File: src/rtl/uart_cmd_ctrl_if.sv
// Byte-in / command-out handshake bundle for uart_cmd_ctrl.
// The slave modport is the controller's view; the master modport is the view of the receiver and consumer side.
`timescale 1ns/1ps

interface uart_cmd_ctrl_if;
    logic        rx_rdy;
    logic [7:0]  rx_data;
    logic        clr_rx_rdy;
    logic [23:0] cmd;
    logic        cmd_vld;
    logic        cmd_ack;
    logic        frame_err;
    logic        busy;

    modport slave (
        input  rx_rdy, rx_data, cmd_ack,
        output clr_rx_rdy, cmd, cmd_vld, frame_err, busy
    );

    modport master (
        output rx_rdy, rx_data, cmd_ack,
        input  clr_rx_rdy, cmd, cmd_vld, frame_err, busy
    );
endinterface

File: src/rtl/uart_cmd_ctrl.sv
// Assembles 1-byte (opcode[7]=1) or 3-byte commands from a UART byte stream.
// An inter-byte timeout discards a partial command and pulses frame_err.
`timescale 1ns/1ps

module uart_cmd_ctrl #(
    parameter int unsigned TIMEOUT_CYC = 65536
) (
    input  logic           clk,
    input  logic           rst_n,
    uart_cmd_ctrl_if.slave bus
);
    localparam int unsigned        CNT_W    = $clog2(TIMEOUT_CYC);
    localparam logic [CNT_W-1:0]   CNT_LAST = CNT_W'(TIMEOUT_CYC - 1);

    typedef enum logic [1:0] {
        IDLE = 2'd0,
        GET1 = 2'd1,
        GET2 = 2'd2,
        HOLD = 2'd3
    } state_e;

    state_e           state_q, state_d;
    logic [7:0]       opcode_q, opcode_d;
    logic [7:0]       byte1_q, byte1_d;
    logic [23:0]      cmd_q, cmd_d;
    logic             cmd_vld_q, cmd_vld_d;
    logic             frame_err_q, frame_err_d;
    logic [CNT_W-1:0] cnt_q, cnt_d;
    logic             accept;

    always_comb begin
        // NOTE: every signal written here gets a default first, so no path can infer a latch.
        state_d     = state_q;
        opcode_d    = opcode_q;
        byte1_d     = byte1_q;
        cmd_d       = cmd_q;
        cmd_vld_d   = cmd_vld_q;
        frame_err_d = 1'b0;
        cnt_d       = '0;
        accept      = 1'b0;

        case (state_q)
            IDLE: begin
                accept = bus.rx_rdy;
                if (accept) begin
                    if (bus.rx_data[7]) begin
                        cmd_d     = {bus.rx_data, 16'h0000};
                        cmd_vld_d = 1'b1;
                        state_d   = HOLD;
                    end else begin
                        opcode_d = bus.rx_data;
                        state_d  = GET1;
                    end
                end
            end

            GET1, GET2: begin
                accept = bus.rx_rdy;
                if (accept) begin
                    if (state_q == GET1) begin
                        byte1_d = bus.rx_data;
                        state_d = GET2;
                    end else begin
                        cmd_d     = {opcode_q, byte1_q, bus.rx_data};
                        cmd_vld_d = 1'b1;
                        state_d   = HOLD;
                    end
                end else if (cnt_q == CNT_LAST) begin
                    // Counter never passes CNT_LAST: the timeout exits before a wrap.
                    state_d     = IDLE;
                    frame_err_d = 1'b1;
                    opcode_d    = '0;
                    byte1_d     = '0;
                end else begin
                    cnt_d = cnt_q + CNT_W'(1);
                end
            end

            HOLD: begin
                if (bus.cmd_ack) begin
                    cmd_vld_d = 1'b0;
                    state_d   = IDLE;
                end
            end

            default: begin
                state_d   = IDLE;
                opcode_d  = '0;
                byte1_d   = '0;
                cmd_d     = '0;
                cmd_vld_d = 1'b0;
            end
        endcase
    end

    // NOTE: sequential state uses non-blocking assignments only, so every flop sees pre-edge values.
    always_ff @(posedge clk or negedge rst_n) begin
        if (!rst_n) begin
            state_q     <= IDLE;
            opcode_q    <= '0;
            byte1_q     <= '0;
            cmd_q       <= '0;
            cmd_vld_q   <= 1'b0;
            frame_err_q <= 1'b0;
            cnt_q       <= '0;
        end else begin
            state_q     <= state_d;
            opcode_q    <= opcode_d;
            byte1_q     <= byte1_d;
            cmd_q       <= cmd_d;
            cmd_vld_q   <= cmd_vld_d;
            frame_err_q <= frame_err_d;
            cnt_q       <= cnt_d;
        end
    end

    // Gating with rst_n stops a held rx_rdy from being knocked down while in reset.
    assign bus.clr_rx_rdy = accept & rst_n;
    assign bus.cmd        = cmd_q;
    assign bus.cmd_vld    = cmd_vld_q;
    assign bus.frame_err  = frame_err_q;
    assign bus.busy       = (state_q != IDLE);

endmodule
File: src/flat_wrapper.sv
// flat-port wrapper written by rule: the top's interface ports become plain ports
module uart_cmd_ctrl_flat 
#(
    parameter int unsigned TIMEOUT_CYC = 65536
)
  (clk, rst_n, bus_rx_rdy, bus_rx_data, bus_cmd_ack, bus_clr_rx_rdy, bus_cmd, bus_cmd_vld, bus_frame_err, bus_busy);
  uart_cmd_ctrl_if bus_i ();
  input  logic clk;
  input  logic rst_n;
  input wire logic [$bits(bus_i.rx_rdy)-1:0] bus_rx_rdy;
  input wire logic [$bits(bus_i.rx_data)-1:0] bus_rx_data;
  input wire logic [$bits(bus_i.cmd_ack)-1:0] bus_cmd_ack;
  output wire logic [$bits(bus_i.clr_rx_rdy)-1:0] bus_clr_rx_rdy;
  output wire logic [$bits(bus_i.cmd)-1:0] bus_cmd;
  output wire logic [$bits(bus_i.cmd_vld)-1:0] bus_cmd_vld;
  output wire logic [$bits(bus_i.frame_err)-1:0] bus_frame_err;
  output wire logic [$bits(bus_i.busy)-1:0] bus_busy;
  assign bus_i.rx_rdy = bus_rx_rdy;
  assign bus_i.rx_data = bus_rx_data;
  assign bus_i.cmd_ack = bus_cmd_ack;
  assign bus_clr_rx_rdy = bus_i.clr_rx_rdy;
  assign bus_cmd = bus_i.cmd;
  assign bus_cmd_vld = bus_i.cmd_vld;
  assign bus_frame_err = bus_i.frame_err;
  assign bus_busy = bus_i.busy;
  uart_cmd_ctrl #(.TIMEOUT_CYC(TIMEOUT_CYC)) u_core (.clk(clk), .rst_n(rst_n), .bus(bus_i));
endmodule
File: config.mk
export PLATFORM = sky130hd
export DESIGN_NAME = uart_cmd_ctrl_flat
export DESIGN_NICKNAME = d
export VERILOG_FILES = /design/src/rtl/uart_cmd_ctrl_if.sv /design/src/rtl/uart_cmd_ctrl.sv /design/src/flat_wrapper.sv
export SDC_FILE = /design/constraint.sdc
export NUM_CORES = 1
export LEC_CHECK = 0
export BUFFER_PORTS_ARGS = -buffer_cell sky130_fd_sc_hd__buf_2
export CORE_ASPECT_RATIO = 0.5
export CORE_MARGIN = 4
export CORE_UTILIZATION = 35
export CTS_BUF_LIST = sky130_fd_sc_hd__clkbuf_8
export DETAILED_ROUTE_END_ITERATION = 16
export GPL_TIMING_DRIVEN = 0
export HOLD_SLACK_MARGIN = 0.12
export PLACE_DENSITY = 0.64
export SLEW_MARGIN = 20
export SYNTH_ARGS = -nofsm -noshare
export SYNTH_HDL_FRONTEND = slang
export SYNTH_SLANG_ARGS = --single-unit
export TNS_END_PERCENT = 1
File: constraint.sdc
create_clock -name clk -period 3.2 [get_ports clk]
set_clock_uncertainty 0.2 [all_clocks]
set_input_delay 0.48 -clock clk [delete_from_list [all_inputs] [get_ports clk]]
set_output_delay 0.48 -clock clk [all_outputs]
set_load 0.02 [all_outputs]
# Word level (Yosys, flattened, before mapping)
# Cells that the tools add are included.
# word_totals
ff_bits	60
latchBits	0
ramBits	0
romBits	0
input_bits	12
out_inout_bits	28
word_cells	66
n_memories	0
# op_classes
addsub	1
multipliers	0
div	0
order_cmp	0
n_eq_ne	14
n_shift	0
n_mux	32
n_bitwise	1
n_reduce_logical	11
# ops
operator	n
24-bit 2-to-1 mux	4
16-bit 2-to-1 mux	3
8-bit 2-to-1 mux	6
24-bit one-hot mux with 2 select lines	1
16-bit by 1-bit adder with 16-bit output, second input constant	1
16-bit equality test, second input constant	1
8-bit one-hot mux with 2 select lines	1
5-bit AND reduction	3
2-bit inequality test, second input constant	7
1-bit 2-to-1 mux	10
2-bit 2-to-1 mux	5
2-bit one-hot mux with 3 select lines	1
3-bit AND reduction	2
2-bit nonzero test	3
2-bit equality test, second input constant	2
2-bit by 1-bit inequality test with 1-bit output, second input constant	2
3-bit by 2-bit inequality test with 1-bit output, second input constant	1
1-bit one-hot mux with 3 select lines	1
3-bit OR reduction	1
2-bit by 1-bit equality test with 1-bit output, second input constant	1
2-bit zero test	1
2-bit OR reduction	1
1-bit bitwise AND	1

# Logic depth before layout (Yosys ltp)
# depth
word_depth	4
mapped_depth	8
mapped_depth_nobuf	6

# Least setup slack after synthesis
# No wires, ideal clock.
# synth_path
path_kind	reg-to-reg
startpoint	register u_core.state_q[0]
endpoint	register u_core.opcode_q[0]
setup_ns	0.121
arrival_time_ns	1.722
required_ns	2.879
slack_ns	1.157
stages_incl_launch_ff	7
n_path_buf	1
synth_period_minus_slack_ns	2.043
path_cell_list	dfrtp_1 inv_1 ha_1 buf_2 nor3b_2 o2bb2ai_2 a22o_1
# synth_between
elab_chain_cells	4
elab_cells_between_ends	11
cone_classes	6 x eq/ne; 1 x mux; 4 x reduce/logical
# synth_lines
element	line	source
start, declared	uart_cmd_ctrl.sv:22	state_e state_q, state_d;
start signal, assigned	uart_cmd_ctrl.sv:107	state_q <= state_d;
2-bit equality test or 2-bit by 1-bit equality test with 1-bit output (tied branches)	uart_cmd_ctrl.sv:42	case (state_q)
2-bit OR reduction	uart_cmd_ctrl.sv:42	
2-bit by 1-bit inequality test with 1-bit output (no line) (tied with other cells)	n/a	
5-bit AND reduction (no line)	n/a	
end signal, assigned	uart_cmd_ctrl.sv:108	opcode_q <= opcode_d;
end, declared	uart_cmd_ctrl.sv:23	logic [7:0] opcode_q, opcode_d;
# Several ways; a longest one is shown, not always the timed one.
# A chain may end at the register's enable or synchronous reset.

# Worst setup path after layout
# layout_path
startpoint	input rst_n
endpoint	output bus_clr_rx_rdy
# layout_between
elab_chain_cells	1
# layout_lines
element	line	source
start, declared	flat_wrapper.sv:9	input logic rst_n;
1-bit bitwise AND	uart_cmd_ctrl.sv:118	assign bus.clr_rx_rdy = accept & rst_n;
end, declared	flat_wrapper.sv:13	output wire logic [$bits(bus_i.clr_rx_rdy)-1:0] bus_clr_rx_rdy;
# No other way between the ends.

==> impl_metrics.py <==
metrics = {
    "placement": {
        "place_ws_ns": 0.736,
        "place_area_um2": 2920,
        "dp_hpwl_mm": 4.08,
        "port_buffers": 39,
        "place_congestion": 0.794,
    },
    "power_and_ir_drop": {
        "p_leak_nw": 1.54,
        "irDropWorstVdd_mv": 0.254,
        "p_per_area_nw_per_um2": 918,
        "power.internal_w": 0.00167,
        "p_comb_share_pct": 41.9,
        "sw_frac_of_total_pct": 41.3,
        "pwr-share-seq_pct": 37.7,
        "power.switching_w": 0.00117,
        "pwr-share-clk_pct": 20.5,
    },
    "routing": {
        "wl_per_cell_um": 14.8,
        "dr.pass1.iters": 4,
        "via_per_inst": 4.90,
        "routed_wl_mm": 5.82,
        "first_iter_violations": 129,
        "vias": 1927,
        "ant_nets": 0,
        "drc_errors": 0,
    },
    "floorplanning": {
        "io_pins": 40,
        "die_h_um": 69.0,
        "die_w_um": 130,
        "start_util_pct": 37.6,
        "die-area_um2": 8970,
        "fp.coreArea_um2": 6940,
        "rows": 21,
    },
    "clock_network": {
        "cts-root-buf": "clkbuf_8",
        "htreeDepth": 3,
        "clockBufferDepth": 2,
        "cts_tree": "done",
        "cts.clk_slew.worst_paths_ns": 0.06,
        "cts.sinks": 59,
        "cts_setup_buffers": 0,
        "insertion_delay_ns": 0.33,
        "numCtsBuffers": 9,
    },
    "setup_path": {
        "critPathMaxFanout": 60,
        "critical_path_class": "in -> out",
        "cpMaxStageDelayCell": "buf_4",
        "critPathLaunchType": "input pin",
        "cp.required_ns": 2.52,
        "r2r_start": "u_core.state_q[0]",
        "rr_endpoint": "u_core.bus.cmd[17]",
        "max_stage_delay_ns": 0.59,
        "ff2ff_setup_slack_ns": 0.73,
        "r2r_cells": 7,
        "crit_arrival_ns": 2.03,
        "end_kind": "output port",
        "crit_chain": "dlygate4sd3_1 -> buf_4 -> and3b_1 -> buf_2",
    },
    "yosys": {
        "mappedNetlistArea_um2": 2600,
        "synth_area_leaders": "dfrtp_1 57%, nand2_1 6.8%, a22o_1 5.0%",
        "synth.distinct_cells": 35,
        "synth.avg_cell_area_um2": 10.6,
        "synth_top_family_by_area": "simple AND/OR/NAND/NOR gates",
        "ys_seq_area_share_pct": 56.7,
        "synth_warnings": 0,
        "syn_inst": 245,
        "synth-adder-area-share_pct": 2.88,
        "yosysTopAreaCellShare_pct": 56.7,
        "yosysTopAreaCell": "dfrtp_1",
        "synthMuxAreaShare_pct": 3.94,
        "synth_compound_area_share_pct": 11.6,
        "synth-simple-area-share_pct": 17.7,
        "synth_xor_area_share_pct": 4.71,
        "synth_seq_cells": 59,
        "syn-num-nets": 263,
    },
    "global_routing": {
        "grt_max_degree": 61,
        "grt_pass1_vias": 2136,
        "grt_usage_pct": 14.4,
        "grt_overflow_total": 0,
        "grt_antenna_before_repair": 0,
        "grt_pass1_wl_mm": 10.3,
    },
    "timing": {
        "finalSetupViolations": 0,
        "rsz0062_at_grt": "false",
        "finalCritPeriodShare_pct": 84.6,
        "maxSlewHeadroom_pct": 49.6,
        "drv_slew": 0,
        "setup_ws_ns": 0.493,
        "period_minus_slack_ns": 2.71,
        "worst_pin_slew_ns": 0.756,
        "hold_viol_final": 0,
        "max_clock_freq_mhz": 369,
        "fin_setup_tns_ns": 0,
    },
    "finish": {
        "synthToLayoutAreaGrowth_pct": 18.9,
        "final_layout_size_suffix_gt1_share_pct": 22.3,
        "layout.nets": 314,
        "final_util_pct": 44.7,
        "finish.instance_area_um2": 3100,
        "diodes": 0,
    },
    "worst_hold_path": {
        "min_path_type": "in -> reg",
        "holdPathEnd": "u_core.opcode_q[0]",
        "hold_start": "bus_rx_data[0]",
        "holdPathStages": 2,
    },
    "run_status": {
        "status": "completed",
    },
    "run": {
        "cap_violations": 0,
    },
}
cell usage after synthesis, drive strengths merged:
master and instances:
and3 5, nand2 47, nor3 2, o21ai 24, nand4 3, o22ai 2
a21oi 2, xor2 6, and4 1, xnor2 8, nand2b 2, ha 6
nor3b 1, a22o 15, dfrtp 59, mux2i 8, o2111ai 1, inv 6
clkbuf 7, and3b 1, nor2b 1, mux2 2, nand3 7, or4 1
o2bb2ai 1, nor2 24, buf 3
registers in the layout, summed over array words and instances (netlist names):
signal / cells
u_core.byte1_q: 8
u_core.cnt_q: 16
u_core.bus.frame_err: 1
u_core.bus.cmd_vld: 1
u_core.opcode_q: 7
u_core.state_q: 2
u_core.bus.cmd: 24
placed cells by master (no fill, tap or decap), types with 2 or more instances in the layout:
| cell type | count |
|---|---|
| a22o_1 | 15 |
| and3_1 | 5 |
| buf_2 | 39 |
| buf_4 | 2 |
| clkbuf_1 | 7 |
| clkbuf_8 | 10 |
| clkinv_2 | 4 |
| dfrtp_1 | 59 |
| ha_1 | 6 |
| inv_1 | 7 |
| mux2i_1 | 8 |
| nand2_1 | 47 |
| nand2b_1 | 2 |
| nand3_1 | 7 |
| nor2_1 | 21 |
| nor2_2 | 3 |
| o21ai_0 | 24 |
| o22ai_1 | 2 |
| xnor2_1 | 8 |
| xor2_1 | 6 |
cells by family (layout without fill, tap and decap cells):
kind of cell	count (synthesis)	after routing
fa+ha+maj	6	6
simple gates	95	95
compound gates	45	45
xor+xnor	14	14
mux	10	10
flops	59	59
buf+inv	16	72
layout make-up:
class	instances	area, um2
clock buffers	10	138
inverters	6	22.5
clock inverters	6	32.5
multi-input cells	170	1060
flip-flops and latches	59	1480
well taps	92	115
fillers	659	3840
repair buffers	40	208
plain buffers	10	42.5
power by group through the flow:
stage               registers (W)  clock network [W]  logic, W
detailed placement        0.00108                  0   0.00120
global placement          0.00107                  0   0.00116
CTS                       0.00107           0.000605   0.00121
finish                    0.00107           0.000581   0.00119
global route              0.00109           0.000644   0.00135
floorplan                 0.00119                  0  0.000709
layer usage:
metal | part of all wire, % | GRT usage (%)
met5 | 0 | 0
met4 | 0.69 | 6.22
met3 | 4.8 | 3.70
met2 | 49 | 23.4
met1 | 45 | 18.1
timing repair:
| item | CTS | global route |
|---|---|---|
| gates resized for setup | 0 | 0 |
| hold buffers | 1 | 0 |
| endpoints found under the hold margin | 59 | 0 |
how the worst max path moves through the flow:
| stage | from | endpoint |
|---|---|---|
| global route | rst_n | bus_clr_rx_rdy |
| global placement | rst_n | bus_clr_rx_rdy |
| finish | rst_n | bus_clr_rx_rdy |
| CTS | rst_n | bus_clr_rx_rdy |
| floorplan | u_core.state_q[0] | u_core.opcode_q[0] |
| detailed placement | u_core.state_q[0] | u_core.bus.cmd[17] |
critical path: cells and delay by family:
kind	cells	cell delay, ns
and+or+nand+nor	1	0.26
buffers and inverters	3	1.28
through the flow:
step | hold slack (ns) | total power, W | instances
after floorplan | -0.0156 | 0.00190 | 245
after global placement | 0.251 | 0.00223 | 376
after detailed placement | 0.257 | 0.00228 | 376
after CTS | 0.219 | 0.00288 | 393
after global routing | 0.218 | 0.00308 | 393
final | 0.234 | 0.00284 | 393
No activity file was read; power rests on OpenSTA's default activity.
